[src/rtl/comm_pkg.sv]
// Shared types and widths for the link transmit scheduler.
package comm_pkg;

    localparam int BALL_Y_W = 9;
    localparam int VEL_W    = 4;
    localparam int SCORE_W  = 5;

    typedef enum logic [1:0] {
        MSG_BALL,
        MSG_MISS,
        MSG_NEW_GAME,
        MSG_NEW_GAME_ACK
    } msg_type_t;

    typedef enum logic [1:0] {
        IDLE,
        SEND,
        WAIT_ACK
    } txsched_state_t;

    typedef struct packed {
        logic [BALL_Y_W-1:0] y;
        logic [VEL_W-1:0]    vel_x;
        logic [VEL_W-1:0]    vel_y;
    } ball_payload_t;

    typedef struct packed {
        logic [SCORE_W-1:0] my_score;
        logic [SCORE_W-1:0] your_score;
        logic               serve;
    } miss_payload_t;

endpackage

[src/rtl/comm_retry_timer.sv]
// Down-counter used to time out the peer's new_game acknowledgement.
// Saturates at zero, so expired stays high until the next load.
module comm_retry_timer #(
    parameter int unsigned ACK_TIMEOUT = 1_000_000
) (
    input  logic clock,
    input  logic reset_L,
    input  logic load,
    input  logic en,
    output logic expired
);
    localparam int unsigned CW = $clog2(ACK_TIMEOUT + 1);

    logic [CW-1:0] cnt_q, cnt_d;

    // Load wins over counting; hold at zero once reached.
    always_comb begin
        cnt_d = cnt_q;
        if (load)
            cnt_d = CW'(ACK_TIMEOUT);
        else if (en && cnt_q != '0)
            cnt_d = cnt_q - 1'b1;
    end

    // Counter register.
    always_ff @(posedge clock or negedge reset_L) begin
        if (!reset_L) cnt_q <= '0;
        else          cnt_q <= cnt_d;
    end

    assign expired = (cnt_q == '0);

endmodule

[src/rtl/comm_tx_scheduler.sv]
// Latches outbound message requests, sends them by fixed priority over the
// sender handshake, and retries new_game until the peer acknowledges it.
module comm_tx_scheduler
    import comm_pkg::*;
#(
    parameter int unsigned ACK_TIMEOUT = 1_000_000,
    parameter int unsigned MAX_RETRY   = 8
) (
    input  logic                clock,
    input  logic                reset_L,
    input  logic                ball_req,
    input  logic [BALL_Y_W-1:0] ball_y_in,
    input  logic [VEL_W-1:0]    vel_x_in,
    input  logic [VEL_W-1:0]    vel_y_in,
    input  logic                miss_req,
    input  logic [SCORE_W-1:0]  my_score_in,
    input  logic [SCORE_W-1:0]  your_score_in,
    input  logic                you_should_serve_in,
    input  logic                new_game_req,
    input  logic                you_serve_first_in,
    input  logic                ack_req,
    input  logic                new_game_ack_rx,
    output logic                send_new_message,
    input  logic                message_sent,
    output logic                ball_message_tx,
    output logic                miss_message_tx,
    output logic                new_game_message_tx,
    output logic                new_game_ack_message_tx,
    output logic [BALL_Y_W-1:0] ball_y_tx,
    output logic [VEL_W-1:0]    velocity_x_tx,
    output logic [VEL_W-1:0]    velocity_y_tx,
    output logic [SCORE_W-1:0]  my_score_tx,
    output logic [SCORE_W-1:0]  your_score_tx,
    output logic                you_should_serve_tx,
    output logic                you_serve_first_tx,
    output logic                link_up,
    output logic                link_error
);
    localparam int unsigned RW = $clog2(MAX_RETRY + 1);

    txsched_state_t state_q, state_d;
    logic           send_q, send_d;
    logic [3:0]     type_q, type_d;
    ball_payload_t  ball_tx_q, ball_tx_d, ball_slot_q, ball_slot_d;
    miss_payload_t  miss_tx_q, miss_tx_d, miss_slot_q, miss_slot_d;
    logic           first_tx_q, first_tx_d, ng_first_q, ng_first_d;
    logic           ball_pend_q, ball_pend_d, miss_pend_q, miss_pend_d;
    logic           ng_pend_q, ng_pend_d, ack_pend_q, ack_pend_d;
    logic [RW-1:0]  retry_q, retry_d;
    logic           await_q, await_d;
    logic           link_up_q, link_up_d, link_error_q, link_error_d;
    logic           tmr_load, tmr_expired, take;
    msg_type_t      take_type;

    // await_q marks an outstanding new_game; the timer keeps running while an
    // ack is squeezed in between, so expiry is not pushed out by our own sends.
    comm_retry_timer #(.ACK_TIMEOUT(ACK_TIMEOUT)) u_timer (
        .clock   (clock),
        .reset_L (reset_L),
        .load    (tmr_load),
        .en      (await_q),
        .expired (tmr_expired)
    );

    // Next-state: FSM and slot consumption first, then request capture so a
    // pulse landing on the consume cycle re-arms its slot with the new payload.
    always_comb begin
        state_d      = state_q;
        send_d       = send_q;
        type_d       = type_q;
        ball_tx_d    = ball_tx_q;
        miss_tx_d    = miss_tx_q;
        first_tx_d   = first_tx_q;
        ball_pend_d  = ball_pend_q;
        ball_slot_d  = ball_slot_q;
        miss_pend_d  = miss_pend_q;
        miss_slot_d  = miss_slot_q;
        ng_pend_d    = ng_pend_q;
        ng_first_d   = ng_first_q;
        ack_pend_d   = ack_pend_q;
        retry_d      = retry_q;
        await_d      = await_q;
        link_up_d    = link_up_q;
        link_error_d = link_error_q;
        tmr_load     = 1'b0;
        take         = 1'b0;
        take_type    = MSG_BALL;

        case (state_q)
            IDLE: begin
                take = 1'b1;
                if (ack_pend_q)       take_type = MSG_NEW_GAME_ACK;
                else if (ng_pend_q)   take_type = MSG_NEW_GAME;
                else if (miss_pend_q) take_type = MSG_MISS;
                else if (ball_pend_q) take_type = MSG_BALL;
                else                  take      = 1'b0;
            end
            SEND: begin
                if (message_sent) begin
                    send_d     = 1'b0;
                    type_d     = '0;
                    ball_tx_d  = '0;
                    miss_tx_d  = '0;
                    first_tx_d = 1'b0;
                    if (type_q[MSG_NEW_GAME]) begin
                        tmr_load = 1'b1;
                        await_d  = 1'b1;
                        state_d  = WAIT_ACK;
                    end else begin
                        state_d  = await_q ? WAIT_ACK : IDLE;
                    end
                end
            end
            WAIT_ACK: begin
                if (new_game_ack_rx) begin
                    link_up_d = 1'b1;
                    retry_d   = '0;
                    await_d   = 1'b0;
                    state_d   = IDLE;
                end else if (ack_pend_q) begin
                    take      = 1'b1;
                    take_type = MSG_NEW_GAME_ACK;
                end else if (tmr_expired) begin
                    await_d = 1'b0;
                    state_d = IDLE;
                    if (retry_q < RW'(MAX_RETRY)) begin
                        ng_pend_d = 1'b1;
                        retry_d   = retry_q + 1'b1;
                    end else begin
                        link_error_d = 1'b1;
                    end
                end
            end
            default: state_d = IDLE;
        endcase

        if (take) begin
            state_d    = SEND;
            send_d     = 1'b1;
            type_d     = '0;
            type_d[take_type] = 1'b1;
            ball_tx_d  = '0;
            miss_tx_d  = '0;
            first_tx_d = 1'b0;
            case (take_type)
                MSG_BALL:     begin ball_tx_d  = ball_slot_q; ball_pend_d = 1'b0; end
                MSG_MISS:     begin miss_tx_d  = miss_slot_q; miss_pend_d = 1'b0; end
                MSG_NEW_GAME: begin first_tx_d = ng_first_q;  ng_pend_d   = 1'b0; end
                default:      ack_pend_d = 1'b0;
            endcase
        end

        if (ball_req) begin
            ball_pend_d = 1'b1;
            ball_slot_d = '{y: ball_y_in, vel_x: vel_x_in, vel_y: vel_y_in};
        end
        if (miss_req) begin
            miss_pend_d = 1'b1;
            miss_slot_d = '{my_score: my_score_in, your_score: your_score_in,
                            serve: you_should_serve_in};
        end
        if (ack_req)
            ack_pend_d = 1'b1;
        // A fresh new_game abandons any outstanding one and restarts the retries.
        if (new_game_req) begin
            ng_pend_d  = 1'b1;
            ng_first_d = you_serve_first_in;
            link_up_d  = 1'b0;
            retry_d    = '0;
            await_d    = 1'b0;
            if (state_d == WAIT_ACK) state_d = IDLE;
        end
    end

    // State, slot and output registers.
    always_ff @(posedge clock or negedge reset_L) begin
        if (!reset_L) begin
            state_q      <= IDLE;
            send_q       <= 1'b0;
            type_q       <= '0;
            ball_tx_q    <= '0;
            miss_tx_q    <= '0;
            first_tx_q   <= 1'b0;
            ball_pend_q  <= 1'b0;
            ball_slot_q  <= '0;
            miss_pend_q  <= 1'b0;
            miss_slot_q  <= '0;
            ng_pend_q    <= 1'b0;
            ng_first_q   <= 1'b0;
            ack_pend_q   <= 1'b0;
            retry_q      <= '0;
            await_q      <= 1'b0;
            link_up_q    <= 1'b0;
            link_error_q <= 1'b0;
        end else begin
            state_q      <= state_d;
            send_q       <= send_d;
            type_q       <= type_d;
            ball_tx_q    <= ball_tx_d;
            miss_tx_q    <= miss_tx_d;
            first_tx_q   <= first_tx_d;
            ball_pend_q  <= ball_pend_d;
            ball_slot_q  <= ball_slot_d;
            miss_pend_q  <= miss_pend_d;
            miss_slot_q  <= miss_slot_d;
            ng_pend_q    <= ng_pend_d;
            ng_first_q   <= ng_first_d;
            ack_pend_q   <= ack_pend_d;
            retry_q      <= retry_d;
            await_q      <= await_d;
            link_up_q    <= link_up_d;
            link_error_q <= link_error_d;
        end
    end

    assign send_new_message        = send_q;
    assign ball_message_tx         = type_q[MSG_BALL];
    assign miss_message_tx         = type_q[MSG_MISS];
    assign new_game_message_tx     = type_q[MSG_NEW_GAME];
    assign new_game_ack_message_tx = type_q[MSG_NEW_GAME_ACK];
    assign ball_y_tx               = ball_tx_q.y;
    assign velocity_x_tx           = ball_tx_q.vel_x;
    assign velocity_y_tx           = ball_tx_q.vel_y;
    assign my_score_tx             = miss_tx_q.my_score;
    assign your_score_tx           = miss_tx_q.your_score;
    assign you_should_serve_tx     = miss_tx_q.serve;
    assign you_serve_first_tx      = first_tx_q;
    assign link_up                 = link_up_q;
    assign link_error              = link_error_q;

endmodule
[config.mk]
export PLATFORM = sky130hd
export DESIGN_NAME = comm_tx_scheduler
export DESIGN_NICKNAME = d
export VERILOG_FILES = /design/src/rtl/comm_pkg.sv /design/src/rtl/comm_retry_timer.sv /design/src/rtl/comm_tx_scheduler.sv
export SDC_FILE = /design/constraint.sdc
export NUM_CORES = 1
export LEC_CHECK = 0
export CORE_ASPECT_RATIO = 1.4
export CORE_MARGIN = 4
export CORE_UTILIZATION = 53
export DETAILED_ROUTE_END_ITERATION = 10
export HOLD_SLACK_MARGIN = 0.02
export PLACE_DENSITY = 0.91
export SLEW_MARGIN = 20
export SYNTH_ARGS = -nofsm -noshare
export SYNTH_HDL_FRONTEND = slang
export SYNTH_HIERARCHICAL = 1
export SYNTH_SLANG_ARGS = --single-unit
[constraint.sdc]
create_clock -name clock -period 3.1 [get_ports clock]
set_input_delay 0.31 -clock clock [delete_from_list [all_inputs] [get_ports clock]]
set_output_delay 0.31 -clock clock [all_outputs]
set_load 0.02 [all_outputs]
==> metrics.md <==
| Metric | Value |
|---|---|
| Status | `completed` |
| Starting Density | `0.5473` |
| Hold Vio Cnt, Final | `0` |
| RSZ-0062 raised after global routing | `false` |
| Slew Limit Fails | `0` |
| Min Hold Slack | `26.43 ps` |
| First-pass DRT Iterations | `4` |
| Worst R2R End | `retry_q[2]$_DFFE_PN0P_` |
| Drt drc | `0` |
| Overall power | `0.003336 W` |
| Clock Skew | `13.71 ps` |
| Setup_tns | `0 ps` |
| H-tree depth | `3` |
| VDD IR max | `0.0004675 V` |
| Die height | `114.2 um` |
| Number of global-route vias before repair | `3305` |
| #FFs+latches synth | `96` |
| Mapped cell area | `4268 um2` |
| Synth Net Count | `386` |
| Post-DP HPWL | `6.547 mm` |
| Most frequent cells in the layout | `96 x dfrtp_1, 71 x clkdlybuf4s50_1, 38 x mux2_2` |
| Arrival @ worst endpoint | `2750 ps` |
| CTS root buffer | `clkbuf_8` |
| Crit. End Element | `flip-flop` |
| Antenna viol nets, final | `0` |
| Cts hold-fix bufs | `0` |
| Relative slew slack | `0.4261` |
| Final setup fails | `0` |
| P&R area growth vs syn | `22.93%` |
| Mean Syn Cell Area | `12.33 um2` |
| ANT cells | `0` |
| Clock latency on the worst-skew pair | `380 ps` |
| Core area | `7797 um2` |
| Cell count after synthesis | `346` |
| Ports | `73` |
| Ys async rst share | `1.000` |
| Die area | `9572 um2` |
| HP Class | `primary input to asynchronous set/reset pin` |
| Reg-to-Reg Start | `u_timer/cnt_q[10]$_DFFE_PN0P_` |
| Synth Warn # | `6` |
| Crit path required time | `3390 ps` |
| Global-route wire length before repair | `16.13 mm` |
| Tmin final | `2458 ps` |
| TritonCTS clock tree | `built` |
| Top FF cell, synth | `dfrtp_1` |
| Worst-margin pin slew | `858.2 ps` |
| Fillers | `541` |
| DRT iter0 DRCs | `299` |
| Post-cts resize count | `0` |
| Total clock sinks | `96` |
| CTS Buffer Depth | `2` |
| Final core occ | `0.6728` |
| R2R Setup Slk | `640 ps` |
| Share of layout cells above drive strength 1 | `0.1738` |
| Largest net degree at the start of global routing | `68` |
| DIE WIDTH | `83.84 um` |
| Core Rows | `38` |
| Number of synthesized flops with an enable pin | `0` |
| Drt total wl | `9.647 mm` |
| Unique masters post-synth | `54` |
| Initial antenna violation count | `0` |
| Final period utilization | `0.7929` |
| R2R depth | `6` |
| Max cap viols | `0` |
| Max Clock Freq | `406.8 MHz` |
| Routed WL per cell | `18.55 um` |
| Clk slew on worst S/H paths | `90 ps` |
| PD cells | `635.9 nW/um2` |
| LEAKAGE | `2.278 nW` |
| GR Overflow Total | `0` |
| Vias/cell | `5.967` |
| Commonest non-fill, non-tap cell in the layout | `dfrtp_1` |
| Nets | `455` |
| Crit. Startpoint | `u_timer/cnt_q[10]$_DFFE_PN0P_` |
| CP startpoint kind | `flip-flop` |
| CTS Buf Count | `9` |
| Critical path peak fanout | `7` |
| Via count | `3103` |
| Postcts setup bufs | `0` |
| Register area share after synthesis | `0.5629` |
| GPL Wtd Cong | `0.8649` |
| Critical path class | `flip-flop to flip-flop` |
| Gr usage total | `0.2140` |
| Number of port buffers | `72` |
synth_stat cells (4+ instances only):
cell / number / area, um2
a21o_1: 5 / 37.54
and3_1: 5 / 31.28
nor2b_1: 13 / 81.33
nor3b_1: 4 / 30.03
a31oi_1: 4 / 25.02
nand2b_1: 5 / 31.28
nor2_1: 23 / 86.33
inv_1: 9 / 33.78
buf_2: 5 / 25.02
buf_6: 4 / 45.04
clkbuf_1: 9 / 33.78
o21ai_0: 7 / 35.03
dfrtp_1: 96 / 2402
nor4_1: 4 / 25.02
or3_1: 6 / 37.54
a21oi_1: 10 / 50.05
mux2_2: 38 / 427.9
a22o_1: 29 / 254.0
nand2_1: 5 / 18.77
nor3_1: 6 / 30.03
or4_1: 6 / 45.04
area by class of cell:
type / instances / area [um2] / share of cell area
Multi-Input combinational cell: 222 / 1724 / 0.3286
Tap cell: 100 / 125.1 / 0.02385
Clock buffer: 11 / 141.4 / 0.02695
Inverter: 9 / 33.78 / 0.006439
Clock inverter: 5 / 63.81 / 0.01216
Timing Repair Buffer: 77 / 755.7 / 0.1440
Sequential cell: 96 / 2402 / 0.4579
flip-flops by register name, indices dropped and copies added (netlist names), 5 cells and up:
signal	flops
miss_slot_q	11
u_timer/cnt_q	20
ball_y_tx	9
ball_slot_q	17
my_score_tx	5
your_score_tx	5
layer usage:
metal,part of all wire,vias up,track usage
met3,0.073,21,0.07271
met1,0.39,1551,0.2452
met2,0.52,111,0.3723
met5,0,-,0
li1,-,1420,-
met4,0.021,0,0.07833
critical path, cell delays in order (launching register included):
cell	delay, ps
dfrtp_1	430
or4_4	590
nor4_4	230
and2_1	180
nor3b_1	560
nand4_1	170
a31oi_1	210
power by group:
group | internal (W) | switching (W) | leakage (nW)
registers | 0.00143 | 0.000210 | 1.21
logic | 0.000391 | 0.000445 | 0.964
clock network | 0.000404 | 0.000457 | 0.106
total | 0.00222 | 0.00111 | 2.28
kinds of logic (layout without fill, tap and decap cells):
group | after synthesis | after routing | share of synthesized area
compound gates | 78 | 78 | 0.1410
simple gates | 100 | 100 | 0.1469
fa+ha+maj | 3 | 3 | 0.008796
mux | 41 | 41 | 0.1073
flops | 96 | 96 | 0.5629
buf+inv | 28 | 102 | 0.03312
how the worst max path moves through the flow:
stage	endpoint	slack, ps	cells past startpoint
after floorplan	retry_q[0]$_DFFE_PN0P_	580	7
after global placement	retry_q[0]$_DFFE_PN0P_	750	6
after detailed placement	retry_q[2]$_DFFE_PN0P_	620	6
after CTS	retry_q[2]$_DFFE_PN0P_	630	6
after global routing	retry_q[0]$_DFFE_PN0P_	420	6
final	retry_q[2]$_DFFE_PN0P_	640	6
metrics by stage:
step | worst slack (ps) | instances | area, um2
finish | 641.9 | 520 | 5246
global route | 418.4 | 520 | 5246
detailed placement | 619.7 | 504 | 5041
floorplan | 578.8 | 346 | 4268
CTS | 628.3 | 520 | 5246
global placement | 751.4 | 504 | 5041
No activity file was read; power rests on OpenSTA's default activity.
